[src/rtl/vga_sync_gen.sv]
// vga_sync_gen
//   640x480@60 Hz VGA timing generator running entirely on the 100 MHz master
//   clock. A divide-by-4 pixel enable (optick) replaces a derived 25 MHz clock;
//   every downstream VGA block qualifies its logic on optick.
//
//   Optional feature macro: FRAME_PULSE_EN (adds the oframe output).
//
// Ports
//   iclk       in   1   master clock, all logic on posedge
//   irst_n     in   1   asynchronous active-low reset
//   optick     out  1   pixel enable, high one iclk cycle in every 4
//   opixel_x   out  10  horizontal count, 0..H_TOTAL-1
//   opixel_y   out  10  vertical count, 0..V_TOTAL-1
//   ohsync     out  1   horizontal sync, active-low
//   ovsync     out  1   vertical sync, active-low
//   ovideo_on  out  1   high while (x,y) is in the visible area
//   oframe     out  1   one-cycle pulse when the counters enter (0,0)
//                       (only with FRAME_PULSE_EN)

module vga_sync_gen #(
  parameter int H_DISPLAY = 640,
  parameter int H_FRONT   = 16,
  parameter int H_SYNC    = 96,
  parameter int H_BACK    = 48,
  parameter int V_DISPLAY = 480,
  parameter int V_FRONT   = 10,
  parameter int V_SYNC    = 2,
  parameter int V_BACK    = 33
) (
  input  logic       iclk,
  input  logic       irst_n,
  output logic       optick,
  output logic [9:0] opixel_x,
  output logic [9:0] opixel_y,
  output logic       ohsync,
  output logic       ovsync,
  output logic       ovideo_on
`ifdef FRAME_PULSE_EN
  ,
  output logic       oframe
`endif
);

  localparam int H_TOTAL = H_DISPLAY + H_FRONT + H_SYNC + H_BACK;
  localparam int V_TOTAL = V_DISPLAY + V_FRONT + V_SYNC + V_BACK;

  // All compares are done at 10 bits, unsigned.
  localparam logic [9:0] H_LAST   = 10'(H_TOTAL - 1);
  localparam logic [9:0] V_LAST   = 10'(V_TOTAL - 1);
  localparam logic [9:0] H_VIS    = 10'(H_DISPLAY);
  localparam logic [9:0] V_VIS    = 10'(V_DISPLAY);
  localparam logic [9:0] HS_START = 10'(H_DISPLAY + H_FRONT);
  localparam logic [9:0] HS_END   = 10'(H_DISPLAY + H_FRONT + H_SYNC);
  localparam logic [9:0] VS_START = 10'(V_DISPLAY + V_FRONT);
  localparam logic [9:0] VS_END   = 10'(V_DISPLAY + V_FRONT + V_SYNC);

  logic [1:0] div_q, div_d;
  logic       tick_q, tick_d;
  logic [9:0] pixel_x_q, pixel_x_d;
  logic [9:0] pixel_y_q, pixel_y_d;
  logic       hsync_q, hsync_d;
  logic       vsync_q, vsync_d;
  logic       video_on_q, video_on_d;
  logic       frame_q, frame_d;

  always_comb begin
    div_d = div_q + 2'd1;
    // Registered from div==2 so the enable is high while div==3.
    tick_d = (div_q == 2'd2);

    pixel_x_d = pixel_x_q;
    pixel_y_d = pixel_y_q;
    if (tick_q) begin
      if (pixel_x_q == H_LAST) begin
        pixel_x_d = 10'd0;
        pixel_y_d = (pixel_y_q == V_LAST) ? 10'd0 : pixel_y_q + 10'd1;
      end else begin
        pixel_x_d = pixel_x_q + 10'd1;
      end
    end

    // Decodes use the next counter values so they line up with the
    // registered coordinates on the same edge.
    hsync_d    = !((pixel_x_d >= HS_START) && (pixel_x_d < HS_END));
    vsync_d    = !((pixel_y_d >= VS_START) && (pixel_y_d < VS_END));
    video_on_d = (pixel_x_d < H_VIS) && (pixel_y_d < V_VIS);
    frame_d    = tick_q && (pixel_x_d == 10'd0) && (pixel_y_d == 10'd0);
  end

  // Reset parks the counters on the last pixel of the frame so the first
  // advance lands on (0,0).
  always_ff @(posedge iclk or negedge irst_n) begin
    if (!irst_n) begin
      div_q      <= 2'd0;
      tick_q     <= 1'b0;
      pixel_x_q  <= H_LAST;
      pixel_y_q  <= V_LAST;
      hsync_q    <= 1'b1;
      vsync_q    <= 1'b1;
      video_on_q <= 1'b0;
      frame_q    <= 1'b0;
    end else begin
      div_q      <= div_d;
      tick_q     <= tick_d;
      pixel_x_q  <= pixel_x_d;
      pixel_y_q  <= pixel_y_d;
      hsync_q    <= hsync_d;
      vsync_q    <= vsync_d;
      video_on_q <= video_on_d;
      frame_q    <= frame_d;
    end
  end

  assign optick    = tick_q;
  assign opixel_x  = pixel_x_q;
  assign opixel_y  = pixel_y_q;
  assign ohsync    = hsync_q;
  assign ovsync    = vsync_q;
  assign ovideo_on = video_on_q;

`ifdef FRAME_PULSE_EN
  assign oframe = frame_q;
`else
  logic unused_frame;
  assign unused_frame = frame_q;
`endif

endmodule
[config.mk]
export PLATFORM = sky130hd
export DESIGN_NAME = vga_sync_gen
export DESIGN_NICKNAME = d
export VERILOG_FILES = /design/src/rtl/vga_sync_gen.sv
export SDC_FILE = /design/constraint.sdc
export NUM_CORES = 1
export LEC_CHECK = 0
export ABC_AREA = 1
export CAP_MARGIN = 15
export CORE_ASPECT_RATIO = 0.5
export CORE_MARGIN = 3
export CORE_UTILIZATION = 30
export CTS_BUF_LIST = sky130_fd_sc_hd__clkbuf_8
export CTS_CLUSTER_DIAMETER = 40
export DETAILED_ROUTE_END_ITERATION = 10
export SLEW_MARGIN = 20
export SYNTH_ARGS = -nofsm -noshare
export SYNTH_HDL_FRONTEND = slang
export SYNTH_SLANG_ARGS = --single-unit
[constraint.sdc]
create_clock -name iclk -period 1.9 [get_ports iclk]
set_input_delay 0.475 -clock iclk [delete_from_list [all_inputs] [get_ports iclk]]
set_output_delay 0.475 -clock iclk [all_outputs]
set_load 0.02 [all_outputs]
==> results of run 1 <==
-- state kept, by name (all words and copies together), names as in the netlist --
register / flops
opixel_x: 10
ovideo_on: 1
ohsync: 1
optick: 1
ovsync: 1
div_q: 2
opixel_y: 10
-- cells by family (layout without fill, tap and decap cells) --
group           Yosys count  in the layout  share of synthesized area [%]
flops                    26             26                          41.73
xor+xnor                  5              5                          3.216
buf+inv                  40             75                          9.726
fa+ha+maj                 4              4                          3.137
simple gates            117            117                          37.96
compound gates           12             12                          4.235
-- layer usage --
metal	track usage, %	vias to the layer above	routed length, um
met4	3.237	0	25
met5	0	-	0
met2	20.94	19	1819
met1	17.48	660	1797
li1	-	722	-
met3	2.486	2	111
-- power by group through the flow --
stage | sequential, mW | combinational [mW] | clock [mW]
after detailed placement | 0.564 | 0.0155 | 0
after global routing | 0.555 | 0.0166 | 0.504
after CTS | 0.554 | 0.0153 | 0.487
after global placement | 0.564 | 0.0146 | 0
final | 0.554 | 0.0140 | 0.465
after floorplan | 0.564 | 0.000000457 | 0
-- stage by stage --
step                      hold slack [ns]  utilization [%]  area (um2)  cells
after CTS                          0.4211            40.43        2031    308
after global routing               0.4367            41.70        2095    309
after detailed placement           0.4064            39.29        1973    304
final                              0.4173            41.70        2095    309
after floorplan                    0.1794                -        1595    204
after global placement             0.3959            39.29        1973    304
-- Yosys cell counts (2+ instances only) --
library cell / instances / area (um2)
nor2_4: 5 / 56.30
inv_1: 31 / 116.4
nand4_1: 11 / 68.82
ha_1: 4 / 50.05
a21oi_1: 3 / 15.01
nand2_2: 3 / 18.77
nor2_1: 23 / 86.33
dfstp_2: 12 / 315.3
nor2_2: 4 / 25.02
nand3_1: 21 / 105.1
o21ai_1: 5 / 25.02
nand3_4: 2 / 35.03
nor3_1: 3 / 15.01
dfrtp_1: 14 / 350.3
nand2_1: 42 / 157.7
inv_2: 7 / 26.28
xor2_1: 3 / 26.28
-- path summary, 6_finish.rpt --
| kind | start | end | slack (ns) | cells after the start |
|---|---|---|---|---|
| worst min register to register | div_q[0] | div_q[0] | 0.42 | 1 |
| worst max-delay path | optick | optick | 0.05 | 1 |
| min in group asynchronous | irst_n | opixel_x[5] | 0.56 | 2 |
| worst max register to register | opixel_x[2] | ovideo_on | 0.15 | 9 |
| max in group asynchronous | irst_n | opixel_y[9] | 1.03 | 2 |
| worst min-delay path | div_q[0] | div_q[0] | 0.42 | 1 |
-- cell type report --
| cell class | instances | area share (%) |
|---|---|---|
| multi-input combinational | 138 | 38.59 |
| sequential | 26 | 31.78 |
| timing repair buffer | 33 | 15.23 |
| inverter | 38 | 6.810 |
| tap | 70 | 4.182 |
| clock buffer | 3 | 1.971 |
| clock inverter | 1 | 1.434 |
-- repair_timing --
item | in CTS | in global routing
setup buffers | 0 | 1
resized for setup | 11 | 16
setup endpoints to repair | 11 | 12
endpoints found under the hold margin | 0 | 0
pin swaps | 0 | 2
gates cloned | 0 | 0
==> results.txt, run 1 <==
Fin crit period -> 1.852 ns
Clock share of power -> 45.0%
Die H -> 57.57 um
Mapped Area -> 0.001595 mm2
Clk sink count -> 26
H-tree depth -> 1
Synth warn -> 0
EDFF count, synth -> 0
Layout filler cell count -> 515
ANT cells -> 0
Fin. Hold Viols -> 0
Clock transition at the registers of the reported paths -> 0.09 ns
# hold bufs at CTS -> 0
Share of flip-flops with an asynchronous set or reset -> 100.0%
CTS root buf -> clkbuf_8
Crit path kind -> flip-flop to primary output
Reg area -> 665.6 um2
Worst Slack Setup Final -> 0.04813 ns
Max VDD drop -> 0.2932 mV
Share of cells above drive strength 1 -> 22.18%
Post-synth cell types -> 28
Sw frac -> 18.73%
Post-route setup TNS -> 0 ns
Starting Density -> 31.76%
Die area -> 0.006282 mm2
Antenna-violating nets left -> 0
DRT Pass-1 Iters -> 4
Hold crit path type -> flip-flop to flip-flop
Grt ovf -> 0
F_max -> 540.0 MHz
Lkg Pwr -> 1.093 nW
Buf/Inv on CP -> 1
Sequential share of power -> 53.7%
# rows -> 18
Max Cap Violations -> 0
Largest net degree at the start of global routing -> 27
Die Width -> 109.1 um
Setup-failing EPs final -> 0
CTS tree -> done
Crit. End Element -> primary output
CP cell instances -> clkdlybuf4s50_1
Residual DRC -> 0
Total Wirelength -> 3754 um
Initial DRC count -> 57
Vias per Instance -> 4.540
Slew @ Worst Pin -> 0.3420 ns
Psw -> 0.1934 mW
Vias in the first global route -> 1,410
RSZ-0062 raised after global routing -> no
Int Power -> 0.8395 mW
Pwr Density -> 493.2 mW/mm2
CTS buffer count -> 3
Status -> finished clean
Commonest non-fill, non-tap cells in the layout -> 42 x nand2_1, 31 x inv_1, 22 x nor2_1
Clock Skew -> 0.003475 ns
Multi-input combinational cell area -> 808.3 um2
Nets -> 246
Worst EP arrival -> 1.38 ns
Combinational share of power -> 1.4%
Top FF cell, synth -> dfrtp_1
Commonest non-fill, non-tap cell in the layout -> nand2_1
Total number of vias -> 1,403
Dpl hpwl -> 2925 um
#FFs+latches synth -> 26
First-pass GRT wire length -> 6389 um
Mapped Cells -> 204
Slew HR -> 77.20%
Worst EP required -> 1.42 ns
Slowest-stage cell, CP -> clkdlybuf4s50_1
CP top delay family -> buffers and inverters
Slew Viols, Final -> 0
Insertion delay to the later sink of the worst-skew pair -> 0.27 ns
CP max FO -> 4
GRT Util Overall -> 12.79%
Drt wl/cell -> 12.15 um
Critical path launch point type -> flip-flop
Syn avg cell area -> 7.820 um2
Synth Net Count -> 210
Crit-path max cell delay -> 0.65 ns
Dpl ws -> 0.08175 ns
Total power -> 1.033 mW
Antenna violations before repair -> 0
Sequential-to-total area share from yosys stat -> 41.73%
Area Growth Syn to Fin -> 31.29%
Period utilization -> 97.47%
I/O Buffers -> 25
IO Pins -> 26
CORE AREA -> 0.005022 mm2
Clk buf depth -> 2
Routability cong. -> 0.8629
Note: power is estimated with default switching activity, not from simulation.
==> run 2: changes to the inputs <==
Settings changed: CELL_PAD_IN_SITES_DETAIL_PLACEMENT set to 1, CELL_PAD_IN_SITES_GLOBAL_PLACEMENT set to 1, PLACE_DENSITY_LB_ADDON set to 0.3.
==> run 2 against run 1 <==
Flip-flop and latch count did not move. Die area is the same. Clock-buffer cell count is the same. Sequential power about the same. Cell count stayed put. Power shrank 13%. Utilization down 0.75 points. Setup slack better by 0.024 ns. Critical path depth unchanged. Register-to-register slack worse by 0.03 ns. Critical endpoint is now opixel_x[5].
==> results.txt, run 2 (synthesis results as in run 1) <==
Reg2reg start -> opixel_x[0]
CP cell instances -> clkdlybuf4s50_1
Placed insts -> 302
Dpl hpwl -> 3283 um
Antenna violations before repair -> 0
I/O Buffers -> 25
Dpl ws -> -0.01439 ns
# hold bufs at CTS -> 0
Vias per Instance -> 4.689
First-pass GRT wire length -> 6927 um
Grt ovf -> 0
Buf/Inv on CP -> 1
Routability cong. -> 0.7571
CTS root buf -> clkbuf_8
Hold path depth -> 1
Reg2Reg Setup Slack -> 0.12 ns
Post-route core utilization -> 40.96%
Area Growth Syn to Fin -> 28.94%
Max Cap Violations -> 0
Slew HR -> 76.90%
Initial DRC count -> 45
Post-route cell area -> 0.002057 mm2
Die area -> 0.006282 mm2
Commonest non-fill, non-tap cells in the layout -> 42 x nand2_1, 32 x inv_1, 22 x nor2_1
RSZ-0062 raised after global routing -> yes
Share of cells above drive strength 1 -> 21.76%
R2R depth -> 12
H-tree depth -> 1
Die Width -> 109.1 um
# rows -> 18
F_max -> 547.0 MHz
Drt wl/cell -> 13.83 um
Slowest-stage cell, CP -> clkdlybuf4s50_1
Worst EP arrival -> 1.35 ns
Slew Viols, Final -> 0
Insertion delay to the later sink of the worst-skew pair -> 0.28 ns
Setup-failing EPs final -> 0
DRT Pass-1 Iters -> 4
Final hold slack -> 0.4132 ns
CORE AREA -> 0.005022 mm2
Area post-placement -> 0.001958 mm2
CTS buffer count -> 3
Fin. Hold Viols -> 0
Critical path launch point type -> flip-flop
Clk sink count -> 26
CTS tree -> done
Hold crit path type -> flip-flop to flip-flop
GRT Util Overall -> 14.11%
Status -> finished clean
Crit path kind -> flip-flop to primary output
Total Wirelength -> 4275 um
Antenna-violating nets left -> 0
Residual DRC -> 0
Hold EP -> div_q[0]
Pwr Density -> 437.3 mW/mm2
Largest net degree at the start of global routing -> 27
Clk buf depth -> 2
ANT cells -> 0
Slew @ Worst Pin -> 0.3466 ns
Worst EP required -> 1.42 ns
Worst Slack Setup Final -> 0.07190 ns
CP top delay family -> buffers and inverters
Total number of vias -> 1,449
Clock transition at the registers of the reported paths -> 0.10 ns
IO Pins -> 26
Fin crit period -> 1.828 ns
Clock Skew -> 0.008763 ns
Finished Layout Cells -> 309
FF-to-FF End -> ovideo_on
Crit. End Element -> primary output
Commonest non-fill, non-tap cell in the layout -> nand2_1
Max VDD drop -> 0.2338 mV
Min-delay src -> div_q[0]
Die H -> 57.57 um
Crit-path max cell delay -> 0.63 ns
Nets -> 246
Starting Density -> 31.76%
Lkg Pwr -> 1.044 nW
Vias in the first global route -> 1,442
CP max FO -> 6
Period utilization -> 96.22%
==> run 2: changes by cell type in the layout (fill, tap and decap cells not counted) <==
| cell | before | now |
|---|---|---|
| nor3_2 | 1 | 0 |
| inv_1 | 31 | 32 |
| nand3_1 | 20 | 19 |
| bufinv_16 | 1 | 0 |
| dlymetal6s2s_1 | 9 | 6 |
| dlygate4sd2_1 | 11 | 14 |
| nor3_1 | 2 | 3 |
| nand3_2 | 2 | 3 |
==> run 2: per-stage QoR <==
step | total power, mW | setup TNS [ns]
after floorplan | 0.5643 | 0
after global placement | 0.5789 | -0.005382
after detailed placement | 0.5792 | -0.01439
after CTS | 0.9206 | 0
after global routing | 0.9436 | -0.06049
final | 0.8996 | 0
==> run 2: what timing repair did <==
action,in CTS,in global routing
endpoints found under the hold margin,0,0
resized for setup,17,10
pin swaps,2,4
buffers inserted,1,2
endpoints found under the setup margin,16,9
gates cloned,0,0
==> run 2: worst register-to-register path, cell delays in order, from the launching register on <==
cell and delay (ns):
dfstp_2 0.57, ha_4 0.15, nand2_1 0.06, inv_2 0.09, nand3_2 0.10, nor2_4 0.13, nand3_1 0.08, nand2_1 0.06
nand2_1 0.06, nor2_1 0.11, nand3_1 0.13, nand2_1 0.10, nor2_2 0.03
==> run 2: how the worst max path moves through the flow <==
stage	slack, ns	start	to	depth (start not counted)
6_report	0.07	opixel_x[5]	opixel_x[5]	1
3_3_place_gp	-0.005	opixel_x[0]	ovideo_on	12
3_5_place_dp	-0.01	opixel_x[1]	ovideo_on	12
5_1_grt	-0.04	opixel_x[1]	ovideo_on	12
2_1_floorplan	0.1	opixel_x[0]	ovideo_on	12
4_1_cts	0.004	opixel_x[1]	ovideo_on	12
==> run 2: layout make-up <==
| cell class | instances | area, um2 |
|---|---|---|
| Clock buffer | 3 | 41.29 |
| Fill cell | 634 | 2965 |
| Timing Repair Buffer | 33 | 307.8 |
| Sequential cell | 26 | 665.6 |
| Clock inverter | 1 | 3.754 |
| Tap cell | 70 | 87.58 |
| Inverter | 38 | 142.6 |
| Multi-Input combinational cell | 138 | 808.3 |
==> run 2: per-layer routing <==
layer | wire length [um] | track usage [%]
met5 | 0 | 0
met4 | 33 | 2.158
met3 | 126 | 3.277
met2 | 1982 | 23.21
met1 | 2133 | 19.40
==> run 2: power breakdown <==
group	leakage, nW	total [mW]	switching [mW]	internal, mW
logic	0.706	0.0143	0.0111	0.00315
clock network	0.0269	0.331	0.186	0.145
registers	0.311	0.554	0	0.554
total	1.04	0.900	0.197	0.703
==> run 3: changes to the inputs <==
Settings changed: SETUP_SLACK_MARGIN set to 0.5.
==> run 3 against run 2 <==
Routed wire length increased by 40%. Clock skew decreased by 0.0066 ns. Combinational power about the same. Critical path type is now flip-flop to flip-flop. Critical endpoint is now ovideo_on.
==> results.txt, run 3 (synthesis results as in run 1) <==
Post-route cell area -> 0.002571 mm2
Residual DRC -> 0
Finished Layout Cells -> 351
Clock transition at the registers of the reported paths -> 0.10 ns
Sequential share of power -> 57.4%
Die area -> 0.006282 mm2
Max Cap Violations -> 0
Reg2reg start -> opixel_x[1]
# hold bufs at CTS -> 0
Max VDD drop -> 0.2826 mV
CORE AREA -> 0.005022 mm2
Period utilization -> 95.23%
Status -> finished clean
Slew Viols, Final -> 0
Worst Slack Setup Final -> 0.09061 ns
Reg2Reg Setup Slack -> 0.09 ns
Vias in the first global route -> 1,705
Sw frac -> 22.97%
Total number of vias -> 1,705
Antenna-violating nets left -> 0
Vias per Instance -> 4.858
Pwr Density -> 375.7 mW/mm2
Fin. Hold Viols -> 0
I/O Buffers -> 25
Largest net degree at the start of global routing -> 27
Worst EP arrival -> 2.00 ns
Initial DRC count -> 37
Clock Skew -> 0.002142 ns
GRT Util Overall -> 17.75%
Worst EP required -> 2.09 ns
Psw -> 0.2220 mW
FF-to-FF End -> ovideo_on
Total power -> 0.9661 mW
Dpl hpwl -> 3301 um
Clock share of power -> 41.1%
Commonest non-fill, non-tap cell in the layout -> buf_4
Min-delay src -> div_q[0]
DRT Pass-1 Iters -> 4
CTS tree -> done
Combinational share of power -> 1.5%
Critical path launch point type -> flip-flop
Starting Density -> 31.76%
Share of cells above drive strength 1 -> 55.87%
Clk sink count -> 26
Setup-failing EPs final -> 0
Placed insts -> 303
Int Power -> 0.7441 mW
Slew HR -> 76.49%
Final hold slack -> 0.4329 ns
Hold EP -> div_q[0]
Clk buf depth -> 2
Post-route setup TNS -> 0 ns
Hold path depth -> 1
R2R depth -> 10
CTS root buf -> clkbuf_8
CTS buffer count -> 3
Reg area -> 674.4 um2
Grt ovf -> 0
Post-route core utilization -> 51.20%
Dpl ws -> 0.01254 ns
Commonest non-fill, non-tap cells in the layout -> 44 x buf_4, 36 x nand2_1, 26 x buf_6
Lkg Pwr -> 1.185 nW
# rows -> 18
Die H -> 57.57 um
CP max FO -> 3
Nets -> 288
Slew @ Worst Pin -> 0.3527 ns
Drt wl/cell -> 17.04 um
Insertion delay to the later sink of the worst-skew pair -> 0.29 ns
H-tree depth -> 1
Crit path kind -> flip-flop to flip-flop
First-pass GRT wire length -> 8528 um
Antenna violations before repair -> 0
IO Pins -> 26
Area post-placement -> 0.001991 mm2
Fin crit period -> 1.809 ns
Multi-input combinational cell area -> 955.9 um2
Area Growth Syn to Fin -> 61.18%
Die Width -> 109.1 um
Routability cong. -> 0.8342
ANT cells -> 0
RSZ-0062 raised after global routing -> yes
Crit. End Element -> flip-flop
Hold crit path type -> flip-flop to flip-flop
Layout filler cell count -> 585
F_max -> 552.7 MHz
Total Wirelength -> 5981 um
run 3: power by group through the flow:
stage | registers, mW | clock network (mW) | logic, mW
5_1_grt | 0.555 | 0.423 | 0.0169
4_1_cts | 0.554 | 0.398 | 0.0152
3_5_place_dp | 0.564 | 0 | 0.0153
3_3_place_gp | 0.564 | 0 | 0.0147
6_report | 0.554 | 0.397 | 0.0143
2_1_floorplan | 0.564 | 0 | 0.000000455
run 3: worst max-delay path by stage:
stage                            from         to  slack [ns]  cells past startpoint
after floorplan           opixel_x[0]  ovideo_on        0.15                     12
after global placement    opixel_x[1]  ovideo_on        0.02                     12
after detailed placement  opixel_x[1]  ovideo_on        0.01                     12
after CTS                 opixel_x[1]  ovideo_on        0.15                     12
after global routing      opixel_x[1]  ovideo_on        0.01                     10
final                     opixel_x[1]  ovideo_on        0.09                     10
run 3: routing by layer:
| layer | part of all wire [%] | vias up | wire [um] | global-route usage (%) |
|---|---|---|---|---|
| met3 | 3.0 | 12 | 179 | 3.277 |
| met5 | 0 | - | 0 | 0 |
| met4 | 1.8 | 0 | 106 | 3.957 |
| met2 | 51 | 28 | 3031 | 31.50 |
| met1 | 45 | 864 | 2665 | 22.61 |
| li1 | - | 801 | - | - |
run 3: cell type report:
class                           count  share of cell area, %
Timing Repair Buffer               75                  25.40
Inverter                           38                  5.645
Multi-Input combinational cell    138                  37.18
Tap cell                           70                  3.406
Sequential cell                    26                  26.23
Clock buffer                        4                  2.141
run 3: worst max-delay path: stages, from the launching register on:
cell and delay [ns]:
dfstp_2 0.58, buf_4 0.11, buf_4 0.10, buf_4 0.12, nand3_4 0.09, nor2_4 0.16
nand3_2 0.09, nand2_1 0.12, nand3_4 0.11, a21oi_4 0.18, nor2_2 0.05
run 3: what timing repair did:
item / in CTS / in global routing
buffers inserted: 27 / 17
resized for setup: 152 / 41
endpoints found under the hold margin: 0 / 0
cloned: 0 / 0
endpoints found under the setup margin: 43 / 43
pin swaps: 15 / 16
